[config.mk]
export PLATFORM = sky130hd
export DESIGN_NAME = led_addr_gen_flat
export DESIGN_NICKNAME = d
export VERILOG_FILES = /design/src/rtl/led_addr_gen_if.sv /design/src/rtl/led_addr_gen.sv /design/src/flat_wrapper.sv
export SDC_FILE = /design/constraint.sdc
export NUM_CORES = 1
export LEC_CHECK = 0
export ABC_AREA = 1
export BUFFER_PORTS_ARGS = -buffer_cell sky130_fd_sc_hd__buf_2
export CORE_UTILIZATION = 68
export CTS_BUF_LIST = sky130_fd_sc_hd__clkbuf_4
export CTS_CLUSTER_SIZE = 24
export DETAILED_ROUTE_END_ITERATION = 10
export PLACE_DENSITY = 0.88
export SLEW_MARGIN = 20
export SYNTH_ARGS = -nofsm -noshare
export SYNTH_HDL_FRONTEND = slang
export SYNTH_SLANG_ARGS = --single-unit
export TNS_END_PERCENT = 20
[constraint.sdc]
create_clock -name clk -period 3.47 [get_ports clk]
set_input_delay 0.347 -clock clk [delete_from_list [all_inputs] [get_ports clk]]
set_output_delay 0.347 -clock clk [all_outputs]
set_load 0.01 [all_outputs]
[src/rtl/led_addr_gen_if.sv]
// Control and status bundle of the LED pattern ROM address generator.
// The master drives start/stop/dir and the generator (slave) returns the ROM address and status.
interface led_addr_gen_if;
   logic        start;
   logic        stop;
   logic        dir;
   logic        rom_en;
   logic [11:0] addr;
   logic        step;
   logic        wrap;
   logic        busy;

   modport master (
      output start, stop, dir,
      input  rom_en, addr, step, wrap, busy
   );

   modport slave (
      input  start, stop, dir,
      output rom_en, addr, step, wrap, busy
   );
endinterface

[src/rtl/led_addr_gen.sv]
// LED pattern ROM address generator: IDLE/RUN/PAUSE stepper with a PRESCALE-cycle step interval.
// Define LED_ADDR_GEN_BOUNCE_EN to reverse at the ends of the address space instead of wrapping.
module led_addr_gen #(
   parameter int unsigned PRESCALE = 50000000
) (
   input  logic           clk,
   input  logic           rst,
   led_addr_gen_if.slave  bus
);

   typedef enum logic [1:0] {
      ST_IDLE  = 2'd0,
      ST_RUN   = 2'd1,
      ST_PAUSE = 2'd2
   } state_t;

   localparam logic [25:0] PRESC_LAST = 26'(PRESCALE - 32'd1);
   localparam logic [11:0] ADDR_MAX   = 12'hFFF;

   state_t      state_q, state_d;
   logic [25:0] presc_q, presc_d;
   logic [11:0] addr_q, addr_d;
   logic        step_q, step_d;
   logic        wrap_q, wrap_d;
   logic        busy_q, busy_d;
   logic        step_evt_s;
   logic        start_run_s;
   logic        dir_eff_s;
`ifdef LED_ADDR_GEN_BOUNCE_EN
   logic        dir_q, dir_d;
`endif

   // State register
   always_ff @(posedge clk) begin
      if (rst) begin
         state_q <= ST_IDLE;
      end else begin
         state_q <= state_d;
      end
   end

   // Next-state logic; stop takes priority over start
   always_comb begin
      state_d = state_q;
      case (state_q)
         ST_IDLE: begin
            if (bus.start && !bus.stop) begin
               state_d = ST_RUN;
            end else begin
               state_d = ST_IDLE;
            end
         end
         ST_RUN: begin
            if (bus.stop) begin
               state_d = ST_PAUSE;
            end else begin
               state_d = ST_RUN;
            end
         end
         ST_PAUSE: begin
            if (bus.stop) begin
               state_d = ST_IDLE;
            end else if (bus.start) begin
               state_d = ST_RUN;
            end else begin
               state_d = ST_PAUSE;
            end
         end
         default: state_d = ST_IDLE;
      endcase
   end

   // Output and datapath logic: prescaler, address stepping and end-of-range handling
   always_comb begin
      step_evt_s  = (state_q == ST_RUN) && (presc_q == PRESC_LAST);
      start_run_s = (state_q == ST_IDLE) && bus.start && !bus.stop;
      presc_d     = presc_q;
      addr_d      = addr_q;
      step_d      = 1'b0;
      wrap_d      = 1'b0;
      busy_d      = (state_d != ST_IDLE);
`ifdef LED_ADDR_GEN_BOUNCE_EN
      dir_d       = dir_q;
      dir_eff_s   = dir_q;
`else
      dir_eff_s   = bus.dir;
`endif
      if (start_run_s) begin
         presc_d = 26'd0;
         addr_d  = bus.dir ? ADDR_MAX : 12'd0;
`ifdef LED_ADDR_GEN_BOUNCE_EN
         dir_d   = bus.dir;
`endif
      end else if (state_q == ST_RUN) begin
         if (step_evt_s) begin
            presc_d = 26'd0;
            step_d  = 1'b1;
            if (!dir_eff_s) begin
               if (addr_q == ADDR_MAX) begin
                  wrap_d = 1'b1;
`ifdef LED_ADDR_GEN_BOUNCE_EN
                  addr_d = 12'hFFE;
                  dir_d  = 1'b1;
`else
                  addr_d = 12'd0;
`endif
               end else begin
                  addr_d = addr_q + 12'd1;
               end
            end else begin
               if (addr_q == 12'd0) begin
                  wrap_d = 1'b1;
`ifdef LED_ADDR_GEN_BOUNCE_EN
                  addr_d = 12'd1;
                  dir_d  = 1'b0;
`else
                  addr_d = ADDR_MAX;
`endif
               end else begin
                  addr_d = addr_q - 12'd1;
               end
            end
         end else begin
            presc_d = presc_q + 26'd1;
         end
      end else if (state_q == ST_IDLE) begin
         presc_d = 26'd0;
      end else begin
         presc_d = presc_q;
      end
   end

   // Datapath and output registers
   always_ff @(posedge clk) begin
      if (rst) begin
         presc_q <= 26'd0;
         addr_q  <= 12'd0;
         step_q  <= 1'b0;
         wrap_q  <= 1'b0;
         busy_q  <= 1'b0;
`ifdef LED_ADDR_GEN_BOUNCE_EN
         dir_q   <= 1'b0;
`endif
      end else begin
         presc_q <= presc_d;
         addr_q  <= addr_d;
         step_q  <= step_d;
         wrap_q  <= wrap_d;
         busy_q  <= busy_d;
`ifdef LED_ADDR_GEN_BOUNCE_EN
         dir_q   <= dir_d;
`endif
      end
   end

   assign bus.addr   = addr_q;
   assign bus.step   = step_q;
   assign bus.wrap   = wrap_q;
   assign bus.busy   = busy_q;
   assign bus.rom_en = busy_q;

endmodule

[src/flat_wrapper.sv]
// flat-port wrapper written by rule: the top's interface ports become plain ports
module led_addr_gen_flat 
#(
   parameter int unsigned PRESCALE = 50000000
)
  (clk, rst, bus_start, bus_stop, bus_dir, bus_rom_en, bus_addr, bus_step, bus_wrap, bus_busy);
  led_addr_gen_if bus_i ();
  input  logic clk;
  input  logic rst;
  input wire logic [$bits(bus_i.start)-1:0] bus_start;
  input wire logic [$bits(bus_i.stop)-1:0] bus_stop;
  input wire logic [$bits(bus_i.dir)-1:0] bus_dir;
  output wire logic [$bits(bus_i.rom_en)-1:0] bus_rom_en;
  output wire logic [$bits(bus_i.addr)-1:0] bus_addr;
  output wire logic [$bits(bus_i.step)-1:0] bus_step;
  output wire logic [$bits(bus_i.wrap)-1:0] bus_wrap;
  output wire logic [$bits(bus_i.busy)-1:0] bus_busy;
  assign bus_i.start = bus_start;
  assign bus_i.stop = bus_stop;
  assign bus_i.dir = bus_dir;
  assign bus_rom_en = bus_i.rom_en;
  assign bus_addr = bus_i.addr;
  assign bus_step = bus_i.step;
  assign bus_wrap = bus_i.wrap;
  assign bus_busy = bus_i.busy;
  led_addr_gen #(.PRESCALE(PRESCALE)) u_core (.clk(clk), .rst(rst), .bus(bus_i));
endmodule
* Word-level counts from Yosys, hierarchy flattened *
Cells that the tools add are included.

storage, ports and cells
  output and inout port bits = 16
  word-level logic and storage cells = 49
  memories = 0
  memory bits (read-only) = 0
  memory bits (writable) = 0
  register bits = 43
  input bits = 5
  bits in latches = 0

operators by class
  shifts and indexed selects = 0
  add/subtract/negate cells = 3
  equality and inequality tests = 4
  multiplexer cells = 19
  $lt $le $gt $ge = 0
  reduce and logical (&&, ||, !) cells = 15
  $mul = 0
  div/mod/pow operators = 0
  bitwise operators = 2

operator list
  cell                                                number
  2-to-1 mux 12 bit                                   7
  2-to-1 mux 26 bit                                   3
  adder 26 x 1 -> 26 bit, second input constant       1
  == test 26 bit, second input constant               1
  adder 12 x 1 -> 12 bit, second input constant       1
  == test 12 bit, second input constant               1
  zero test 12 bit                                    1
  subtractor 12 x 1 -> 12 bit, second input constant  1
  nonzero test 2 bit                                  4
  2-to-1 mux 2 bit                                    3
  one-hot mux 2 bit (3 select lines)                  1
  2-to-1 mux 1 bit                                    5
  logical AND 1 bit                                   4
  OR reduction 4 bit                                  1
  OR reduction 3 bit                                  1
  == test 2 x 1 -> 1 bit, second input constant       1
  == test 2 bit, second input constant                1
  zero test 2 bit                                     1
  inverter 1 bit                                      2
  AND reduction 2 bit                                 1
  OR reduction 2 bit                                  1
  zero test 1 bit                                     1

* Logic depth before layout (Yosys ltp) *
Gate-level depths: netlist (run 1).

  depth after elaboration = 6
  depth in mapped cells = 12
  gate-level depth less buffers = 12

* Worst setup path after synthesis (run 1) *
Ideal clock, no wire load.

  kind = reg2reg
  from = reg u_core.addr_q[0], in the netlist u_core.bus.addr[0]
  to = reg u_core.addr_q[7], in the netlist u_core.bus.addr[7]
  required time = 3.361 ns
  period minus slack after synthesis = 1.564 ns
  cell stages (with the launch flop) = 13
  data arrival time = 1.455 ns
  buffers on the path = 0
  setup time = 0.109 ns
  path slack = 1.906 ns
  cells stage by stage = dfxtp_1 inv_1 ha_1 nand3_1 nor2_1 nand2_2 nand2_1 inv_1 nand3_1 nand2_1 nand3_1 nand2_1 inv_1

on the way
  cells in the longest elaborated chain, start to end = 6
  elaborated cells on any way between the ends = 10
  classes of those cells = add/sub: 2; eq/ne: 1; mux: 6; reduce/logical: 1

RTL lines
  what                                            RTL line                                 source
  from (decl)                                     led_addr_gen.sv:22                       logic [11:0] addr_q, addr_d;
  from (signal assigned)                          led_addr_gen.sv:146                      addr_q <= addr_d;
  adder 12 x 1 -> 12 bit (tied with other cells)  led_addr_gen.sv:108                      addr_d = addr_q + 12'd1;
  2-to-1 mux 12 bit, on equally long branches     led_addr_gen.sv:99, led_addr_gen.sv:111
  2-to-1 mux 12 bit (*)                           led_addr_gen.sv:98                       if (!dir_eff_s) begin
  2-to-1 mux 12 bit (*)                           led_addr_gen.sv:95                       if (step_evt_s) begin
  2-to-1 mux 12 bit (*)                           led_addr_gen.sv:94                       end else if (state_q == ST_RUN) begin
  2-to-1 mux 12 bit (*)                           led_addr_gen.sv:88                       if (start_run_s) begin

Every way passes the cells marked *; elsewhere a longest branch is shown, timed or not. The select of a mux whose other input is x is not followed.
A chain may end at the register's enable or synchronous reset.

* Worst setup path in the final report (run 1) *
  from = reg u_core.presc_q[0]
  to = reg u_core.addr_q[10], in the netlist u_core.bus.addr[10]

on the way
  cells in the longest elaborated chain, start to end = 4

RTL lines
  what                                  RTL line             source
  from (decl)                           led_addr_gen.sv:21   logic [25:0] presc_q, presc_d;
  from (signal assigned)                led_addr_gen.sv:145  presc_q <= presc_d;
  == test 26 bit                        led_addr_gen.sv:75   step_evt_s = (state_q == ST_RUN) && (presc_q == PRESC_LAST);
  logical AND 1 bit                     led_addr_gen.sv:75
  nonzero test 2 bit (no source line)   n/a
  AND reduction 2 bit (no source line)  n/a

No other way between the ends.

==> results of run 1 <==
==> power groups by stage <==
stage                     logic (mW)  registers [mW]  clock network [mW]
after CTS                      0.232           0.532               0.403
final                          0.235           0.533               0.403
after global routing           0.261           0.536               0.427
after floorplan                0.180           0.536                   0
after global placement         0.226           0.543                   0
after detailed placement       0.231           0.543                   0
==> final timing paths <==
path | from | to | slack [ns] | depth (start not counted)
worst min-delay path | rst | u_core.bus.busy | 0.25 | 2
worst max register to register | u_core.presc_q[0] | u_core.bus.addr[10] | 1.36 | 10
worst max-delay path | u_core.presc_q[0] | u_core.bus.addr[10] | 1.36 | 10
worst min register to register | u_core.presc_q[24] | u_core.presc_q[24] | 0.52 | 2
==> logic make-up (layout without fill, tap and decap cells) <==
family | Yosys count | in the layout
buffers and inverters | 80 | 94
adders and majority gates | 4 | 4
DFF | 43 | 43
and+or+nand+nor | 354 | 354
xor gates and xnor gates | 7 | 7
AOI/OAI and AO/OA | 59 | 59
==> synth_stat cells, drive strengths merged <==
cell | count | share of area
nand2 | 184 | 0.22
nor2 | 79 | 0.12
inv | 63 | 0.072
nand3 | 58 | 0.096
dfxtp | 43 | 0.26
a21oi | 33 | 0.053
nand4 | 16 | 0.031
o21ai | 16 | 0.026
buf | 11 | 0.026
xor2 | 6 | 0.016
clkbuf | 5 | 0.0061
nand3b | 5 | 0.011
nor3 | 5 | 0.011
or2 | 5 | 0.0095
ha | 4 | 0.015
o211ai | 4 | 0.0092
a221oi | 2 | 0.0053
a211oi | 1 | 0.0023
a22oi | 1 | 0.0023
and2 | 1 | 0.0019
clkinv | 1 | 0.0011
nor4 | 1 | 0.0019
o21a | 1 | 0.0023
o31ai | 1 | 0.0023
xnor2 | 1 | 0.0027
==> per-layer routing <==
layer | track usage | part of all wire | up-vias
met3 | 0.0450 | 0.053 | 49
met2 | 0.678 | 0.51 | 155
met4 | 0.205 | 0.047 | 0
met5 | 0 | 0 | -
met1 | 0.400 | 0.39 | 1656
li1 | - | - | 1776
==> worst max-delay path: stages (launching register included) <==
cell	delay (ns)
dfxtp_1	0.46
ha_1	0.21
nand2_2	0.09
nor2_4	0.14
nand3_2	0.10
nor2_2	0.16
nand3_2	0.26
nand2_2	0.30
inv_1	0.09
nor2_1	0.12
a21oi_1	0.07
==> through the flow <==
stage	setup slack [ns]	hold WS, ns
floorplan	1.91	0.416
global placement	1.48	0.475
detailed placement	1.42	0.495
CTS	1.38	0.249
global route	1.18	0.266
finish	1.36	0.248
==> registers in the layout, summed over array words and instances (netlist names) <==
signal	count
u_core.bus.addr	12
u_core.bus.busy	1
u_core.bus.step	1
u_core.bus.wrap	1
u_core.presc_q	26
u_core.state_q	2
==> area by class of cell <==
type | count | area, µm² | share of cell area
well taps | 52 | 65.1 | 0.0188
multi-input cells | 424 | 2080 | 0.600
clock inverters | 2 | 60.1 | 0.0173
clock buffers | 6 | 45.0 | 0.0130
flip-flops and latches | 43 | 861 | 0.249
repair buffers | 22 | 115 | 0.0332
inverters | 64 | 240 | 0.0694
==> metrics.txt, run 1 <==
status finished clean; highest achievable clock rate 474 MHz; total inserted antenna cells 0; layout net count 569; via count normalized by instance count 5.93; GRT Overall Usage 0.365; transition time at the pin with the least slew margin 0.538 ns; proportion of layout cells with a drive suffix above 1 0.123; final sum of negative setup slack 0 ns; most common library cell in the layout ignoring fill and taps nand2_1; CP required 3.74 ns; area after detailed placement 3360 µm²; final weighted congestion in routability-driven placement 0.975; internal power summed over all cells 816 µW; starting DRC count in detailed routing 267; main combinational cell family by area after synthesis simple AND/OR/NAND/NOR gates; Root Buffer Master clkbuf_4; Syn Nets 556; startpoint-to-endpoint class of the critical path reg -> reg; CTS tree yes; Finished Cell Area 3460 µm²; peak supply drop 0.000233 V; clock latency at the later pin of the worst-skew pair 0.36 ns; deepest level of the CTS H-tree 2; TritonCTS Sinks 43; overall power 1.17 mW; worst setup skew after layout 0.0171 ns; Max-cap violations 0; Crit. End Element flip-flop; fin. max-slew vios 0; xor/xnor cell area share of the yosys netlist 0.0187; critical path startpoint category flip-flop; Hold Fails Final Rpt 0; number of cell rows 24; DRC violations left 0; switching power 355 µW; die extent in x 71.5 µm; average routed wire per standard cell 14.6 µm; post-synthesis simple-gate area fraction 0.497; number of cells in the finished layout apart from fillers 613; standard cell core area 4500 µm²; signed area change from the synthesized netlist to the final layout 5.53%; maximum clock path buffer count 2; Setup Viol. Count Final 0; total power density per cell area 338 nW/µm²; TritonCTS buffer count 5; mux contribution to synthesized area 0; initial antenna violation count 0; combinational share of power 0.201; final-layout fill cell count 389; sum of overflow across all layers after global routing 0; share of the cycle needed by the critical path after routing 0.608; DRT Pass-1 Iters 5; # placed instances 605; net switching fraction of the power 0.303; Post-Syn Area 3280 µm²; synthesized instance count 547; slew margin rel. 0.641; initial standard-cell utilization of the core 0.728; flip-flop and latch count after synthesis 43; leakage power 1.55 nW; HPWL after detailed placement 6.68 mm; vias in the first global route 3409; setup repair after global routing missed its margin no; die boundary height 71.5 µm; largest net degree at the start of global routing 21; number of distinct library cell variants in the gate-level netlist after synthesis 38; number of input and output port buffers inserted 20; adder-cell share of the synthesized area 0.0153; setup fix buffers added after clock tree synthesis 0; synthesized-area fraction occupied by ao, oa, aoi and oai cells 0.102; post-synthesis average cell area 6.00 µm²; sequential share of power 0.455; hold-fix buffer count after cts 0; type of the tightest min-delay check in -> reg; total wirelength of the detailed-routed design 8.98 mm; Seq/Total Area, Yosys 0.262; Worst EP arrival 2.38 ns; most frequent cells in the layout nand2_1, nor2_1, inv_1; synth warn 0; clock transition time at the flip-flop clock pins of the worst setup and hold paths 0.14 ns; wire length of the first global-routing pass 14.8 mm; via count 3636; clock group share of total power 0.344; shortest period the worst path allows 2.11 ns; Resize count post-CTS 0; number of primary I/O pins 21; DIE AREA 5110 µm²; post-layout utilization of the core 0.769; Antenna Nets Post-Route 0; maximum fanout along the worst path 12
(Power assumes the default switching activity.)
==> run 2: changes to the inputs <==
--- a/config.mk
+++ b/config.mk
@@ -7,11 +7,11 @@
 export LEC_CHECK = 0
 export ABC_AREA = 1
 export BUFFER_PORTS_ARGS = -buffer_cell sky130_fd_sc_hd__buf_2
-export CORE_UTILIZATION = 68
+export CORE_UTILIZATION = 63
 export CTS_BUF_LIST = sky130_fd_sc_hd__clkbuf_4
 export CTS_CLUSTER_SIZE = 24
 export DETAILED_ROUTE_END_ITERATION = 10
-export PLACE_DENSITY = 0.88
+export PLACE_DENSITY = 0.82
 export SLEW_MARGIN = 20
 export SYNTH_ARGS = -nofsm -noshare
 export SYNTH_HDL_FRONTEND = slang
==> constraint.sdc (replaced) <==
create_clock -name clk -period 2.1 [get_ports clk]
set_input_delay 0.21 -clock clk [delete_from_list [all_inputs] [get_ports clk]]
set_output_delay 0.21 -clock clk [all_outputs]
set_load 0.01 [all_outputs]
==> metrics.txt, run 2 (synthesis gave the netlist of run 1 again) <==
peak supply drop 0.000250 V; transition time at the pin with the least slew margin 0.462 ns; switching power 644 µW; signed area change from the synthesized netlist to the final layout 7.28%; maximum fanout along the worst path 8; status finished clean; deepest level of the CTS H-tree 2; Setup Viol. Count Final 0; net switching fraction of the power 0.367; worst setup skew after layout 0.0227 ns; highest achievable clock rate 531 MHz; number of primary I/O pins 21; initial antenna violation count 0; register-to-register path setup slack 0.22 ns; TritonCTS buffer count 5; via count 3636; final sum of negative setup slack 0 ns; DIE AREA 5500 µm²; die boundary height 74.2 µm; maximum clock path buffer count 2; HPWL after detailed placement 6.85 mm; fin. max-slew vios 0; post-layout utilization of the core 0.721; most common library cell in the layout ignoring fill and taps nand2_1; layout net count 580; vias in the first global route 3372; DRC violations left 0; final hold slack 0.0857 ns; wire length of the first global-routing pass 15.0 mm; TritonCTS Sinks 43; standard cell core area 4880 µm²; CP required 2.41 ns; clock transition time at the flip-flop clock pins of the worst setup and hold paths 0.17 ns; number of input and output port buffers inserted 20; Max-cap violations 0; type of the tightest min-delay check in -> reg; starting DRC count in detailed routing 218; critical path startpoint category flip-flop; DRT Pass-1 Iters 4; max reg flops 26; setup fix buffers added after clock tree synthesis 0; setup repair after global routing missed its margin no; total wirelength of the detailed-routed design 9.06 mm; internal power summed over all cells 1.11 mW; Worst EP arrival 2.20 ns; clock group share of total power 0.266; via count normalized by instance count 5.69; share of the cycle needed by the critical path after routing 0.897; top register by number of flip-flops u_core.presc_q; sequential share of power 0.499; number of cell rows 25; final weighted congestion in routability-driven placement 0.947; CTS tree yes; slew margin rel. 0.692; die extent in x 74.2 µm; most frequent cells in the layout nand2_1, nor2_1, inv_1; Crit. End Element flip-flop; initial standard-cell utilization of the core 0.672; GRT Overall Usage 0.355; Antenna Nets Post-Route 0; Resize count post-CTS 0; sum of overflow across all layers after global routing 0; total power density per cell area 498 nW/µm²; combinational share of power 0.235; shortest period the worst path allows 1.88 ns; leakage power 1.57 nW; average routed wire per standard cell 14.2 µm; proportion of layout cells with a drive suffix above 1 0.140; Root Buffer Master clkbuf_4; total inserted antenna cells 0; Hold Fails Final Rpt 0; clock latency at the later pin of the worst-skew pair 0.39 ns; hold-fix buffer count after cts 0; largest net degree at the start of global routing 19; startpoint-to-endpoint class of the critical path reg -> reg
run 2: changes by cell type in the layout (fill, tap and decap cells not counted), sizes merged:
cell      change
bufinv        -2
buf          +11
clkbuf        -1
clkinvlp      +2
inv           +1
run 2: area by class of cell:
class                           instances  area [µm²]
Multi-Input combinational cell        424        2080
Fill cell                             440        1360
Sequential cell                        43         861
Inverter                               64         240
Timing Repair Buffer                   33         198
Tap cell                               67        83.8
Clock buffer                            5        37.5
Clock inverter                          3        23.8
run 2: critical path, stage by stage, from the launching register on:
cell and delay (ns):
dfxtp_1 0.51, inv_1 0.20, ha_1 0.27, nand3_1 0.09, nor2_1 0.06, nand2_2 0.06
nand2_1 0.14, inv_1 0.13, nand3_1 0.08, nand2_1 0.10, nand3_1 0.08, nand2_1 0.06
inv_1 0.03
run 2: metrics by stage:
stage               setup slack, ns  power (mW)  cells  cell area [µm²]
floorplan                     0.536        1.18    547             3280
global placement              0.328        1.29    631             3460
detailed placement            0.279        1.29    631             3460
CTS                           0.275        1.75    639             3520
global route                 0.0595        1.84    639             3520
finish                        0.216        1.75    639             3520
run 2: power by group through the flow:
stage / clock network, mW / logic (mW) / registers, mW
2_1_floorplan: 0 / 0.298 / 0.885
3_5_place_dp: 0 / 0.402 / 0.891
3_3_place_gp: 0 / 0.402 / 0.890
4_1_cts: 0.474 / 0.404 / 0.873
5_1_grt: 0.499 / 0.464 / 0.878
6_report: 0.466 / 0.412 / 0.875
run 2: path summary, 6_finish.rpt:
| check | startpoint | endpoint | cells after the start |
|---|---|---|---|
| min | rst | u_core.state_q[0] | 2 |
| max reg2reg | u_core.bus.addr[0] | u_core.bus.addr[9] | 12 |
| min reg2reg | u_core.presc_q[3] | u_core.presc_q[3] | 2 |
| max | u_core.bus.addr[0] | u_core.bus.addr[9] | 12 |
run 2: metal layers:
metal | part of all wire | vias up | global-route usage | routed length, µm
li1 | - | 1805 | - | -
met2 | 0.49 | 154 | 0.617 | 4460
met3 | 0.056 | 44 | 0.0664 | 509
met5 | 0 | - | 0 | 0
met1 | 0.40 | 1633 | 0.392 | 3630
met4 | 0.051 | 0 | 0.241 | 460
==> run 3: changes to the inputs <==
--- a/config.mk
+++ b/config.mk
@@ -7,11 +7,11 @@
 export LEC_CHECK = 0
 export ABC_AREA = 1
 export BUFFER_PORTS_ARGS = -buffer_cell sky130_fd_sc_hd__buf_2
-export CORE_UTILIZATION = 63
+export CORE_UTILIZATION = 57
 export CTS_BUF_LIST = sky130_fd_sc_hd__clkbuf_4
 export CTS_CLUSTER_SIZE = 24
 export DETAILED_ROUTE_END_ITERATION = 10
-export PLACE_DENSITY = 0.82
+export PLACE_DENSITY = 0.79
 export SLEW_MARGIN = 20
 export SYNTH_ARGS = -nofsm -noshare
 export SYNTH_HDL_FRONTEND = slang
==> constraint.sdc (replaced) <==
create_clock -name clk -period 1.6 [get_ports clk]
set_input_delay 0.24 -clock clk [delete_from_list [all_inputs] [get_ports clk]]
set_output_delay 0.24 -clock clk [all_outputs]
set_load 0.01 [all_outputs]
==> metrics.txt, run 3 (synthesis gave the netlist of run 1 again) <==
maximum fanout along the worst path 6; shortest period the worst path allows 1.67 ns; max reg flops 26; DRT Pass-1 Iters 5; most common library cell in the layout ignoring fill and taps nand2_1; final weighted congestion in routability-driven placement 0.979; transition time at the pin with the least slew margin 0.463 ns; final-layout fill cell count 451; hold-fix buffer count after cts 0; wire length of the first global-routing pass 16.5 mm; worst setup skew after layout 0.0158 ns; deepest level of the CTS H-tree 2; number of cell instances on the worst register-to-register path 12; average routed wire per standard cell 15.0 µm; reg-to-reg startpoint u_core.presc_q[0]; share of the cycle needed by the critical path after routing 1.05; Max-cap violations 0; proportion of layout cells with a drive suffix above 1 0.281; layout net count 639; highest achievable clock rate 598 MHz; initial antenna violation count 0; Crit. End Element flip-flop; critical path startpoint category flip-flop; signed area change from the synthesized netlist to the final layout 28.8%; Finished Cell Area 4230 µm²; CP required 1.90 ns; status finished with violations; final sum of negative setup slack -0.550 ns; startpoint-to-endpoint class of the critical path reg -> reg; Setup Viol. Count Final 14; DRC violations left 0; peak supply drop 0.000406 V; TritonCTS Sinks 43; Root Buffer Master clkbuf_4; Setup WS post-layout -0.0728 ns; HPWL after detailed placement 7.58 mm; Worst EP arrival 1.98 ns; starting DRC count in detailed routing 309; top register by number of flip-flops u_core.presc_q; Antenna Nets Post-Route 0; violations in the final reports negative setup slack; area after detailed placement 3820 µm²; via count normalized by instance count 5.67; number of primary I/O pins 21; register-to-register path setup slack -0.07 ns; setup repair after global routing missed its margin yes; maximum clock path buffer count 2; initial standard-cell utilization of the core 0.592; die extent in x 77.9 µm; slew margin rel. 0.691; total power density per cell area 649 nW/µm²; number of cells traversed by the worst hold path 2; type of the tightest min-delay check in -> reg; start point of the worst hold path rst; total inserted antenna cells 0; DIE AREA 6060 µm²; Hold Fails Final Rpt 0; die boundary height 77.9 µm; largest net degree at the start of global routing 15; vias in the first global route 3744; leakage power 2.01 nW; sum of overflow across all layers after global routing 0; via count 3988; standard cell core area 5540 µm²; Min-Delay Endpoint u_core.bus.step; CTS tree yes; fin. max-slew vios 0; number of cell rows 27; R2R Path End u_core.bus.addr[1]; number of input and output port buffers inserted 20; total wirelength of the detailed-routed design 10.6 mm; TritonCTS buffer count 5; clock transition time at the flip-flop clock pins of the worst setup and hold paths 0.15 ns; most frequent cells in the layout nand2_1, buf_4, inv_1, nor2_1, nand3_1; GRT Overall Usage 0.344; clock latency at the later pin of the worst-skew pair 0.36 ns
==> run 3: cell types whose count changed in the layout (fill, tap and decap cells not counted), moves of 4 or more <==
| cell | delta |
|---|---|
| dfxtp_2 | +7 |
| nand3_2 | +9 |
| nand3_1 | -11 |
| nor2_2 | +4 |
| nor2_1 | -6 |
| nand2_4 | +4 |
| dfxtp_1 | -7 |
| nand2_1 | -8 |
| buf_4 | +55 |
==> run 3: metal layers <==
metal	up-vias	part of all wire	track usage
li1	1918	-	-
met1	1825	0.37	0.373
met2	187	0.51	0.599
met3	58	0.062	0.0541
met4	0	0.059	0.257
met5	-	0	0
==> run 3: per-stage QoR <==
| stage | total power, mW | worst slack, ns | cells | utilization | hold slack [ns] |
|---|---|---|---|---|---|
| 2_1_floorplan | 1.55 | 0.0358 | 547 | - | 0.309 |
| 3_3_place_gp | 1.79 | -0.0286 | 684 | 0.690 | 0.477 |
| 3_5_place_dp | 1.80 | -0.0859 | 684 | 0.690 | 0.490 |
| 4_1_cts | 2.68 | -0.0476 | 694 | 0.726 | 0.139 |
| 5_1_grt | 2.87 | -0.153 | 703 | 0.763 | 0.128 |
| 6_report | 2.74 | -0.0728 | 703 | 0.763 | 0.143 |
==> run 3: what timing repair did <==
action / 4_1_cts / 5_1_grt
setup buffers: 1 / 9
resized for setup: 19 / 43
endpoints found under the setup margin: 14 / 36
pin swaps: 6 / 18
gates cloned: 1 / 0
==> run 3: area by class of cell <==
| cell class | instances | area [µm²] | share of cell area |
|---|---|---|---|
| inverters | 64 | 250 | 0.0592 |
| clock inverters | 2 | 60.1 | 0.0142 |
| multi-input cells | 424 | 2250 | 0.533 |
| flip-flops and latches | 43 | 870 | 0.206 |
| well taps | 72 | 90.1 | 0.0213 |
| repair buffers | 92 | 659 | 0.156 |
| clock buffers | 6 | 45.0 | 0.0107 |
==> run 3: critical path, stage by stage (launching register included) <==
cell	delay, ns
dfxtp_2	0.38
ha_4	0.15
nand2_4	0.06
nor2_4	0.14
nand3_2	0.10
nor2_4	0.15
nand3_4	0.14
buf_8	0.20
inv_8	0.06
nand2_4	0.04
nand3_2	0.07
nand2_1	0.05
inv_1	0.07
==> run 3: where the power goes <==
part / switching (mW) / leakage, nW / internal [mW] / total [mW]
logic: 0.423 / 1.60 / 0.282 / 0.705
clock network: 0.398 / 0.0559 / 0.505 / 0.903
registers: 0.0352 / 0.352 / 1.10 / 1.13
total: 0.856 / 2.01 / 1.89 / 2.74
==> run 3: worst max path at each step <==
stage / endpoint / startpoint
6_report: u_core.bus.addr[1] / u_core.presc_q[0]
5_1_grt: u_core.bus.addr[4] / u_core.presc_q[0]
4_1_cts: u_core.presc_q[6] / u_core.state_q[1]
3_5_place_dp: u_core.bus.addr[10] / u_core.presc_q[1]
3_3_place_gp: u_core.bus.addr[10] / u_core.presc_q[0]
2_1_floorplan: u_core.bus.addr[7] / u_core.bus.addr[0]
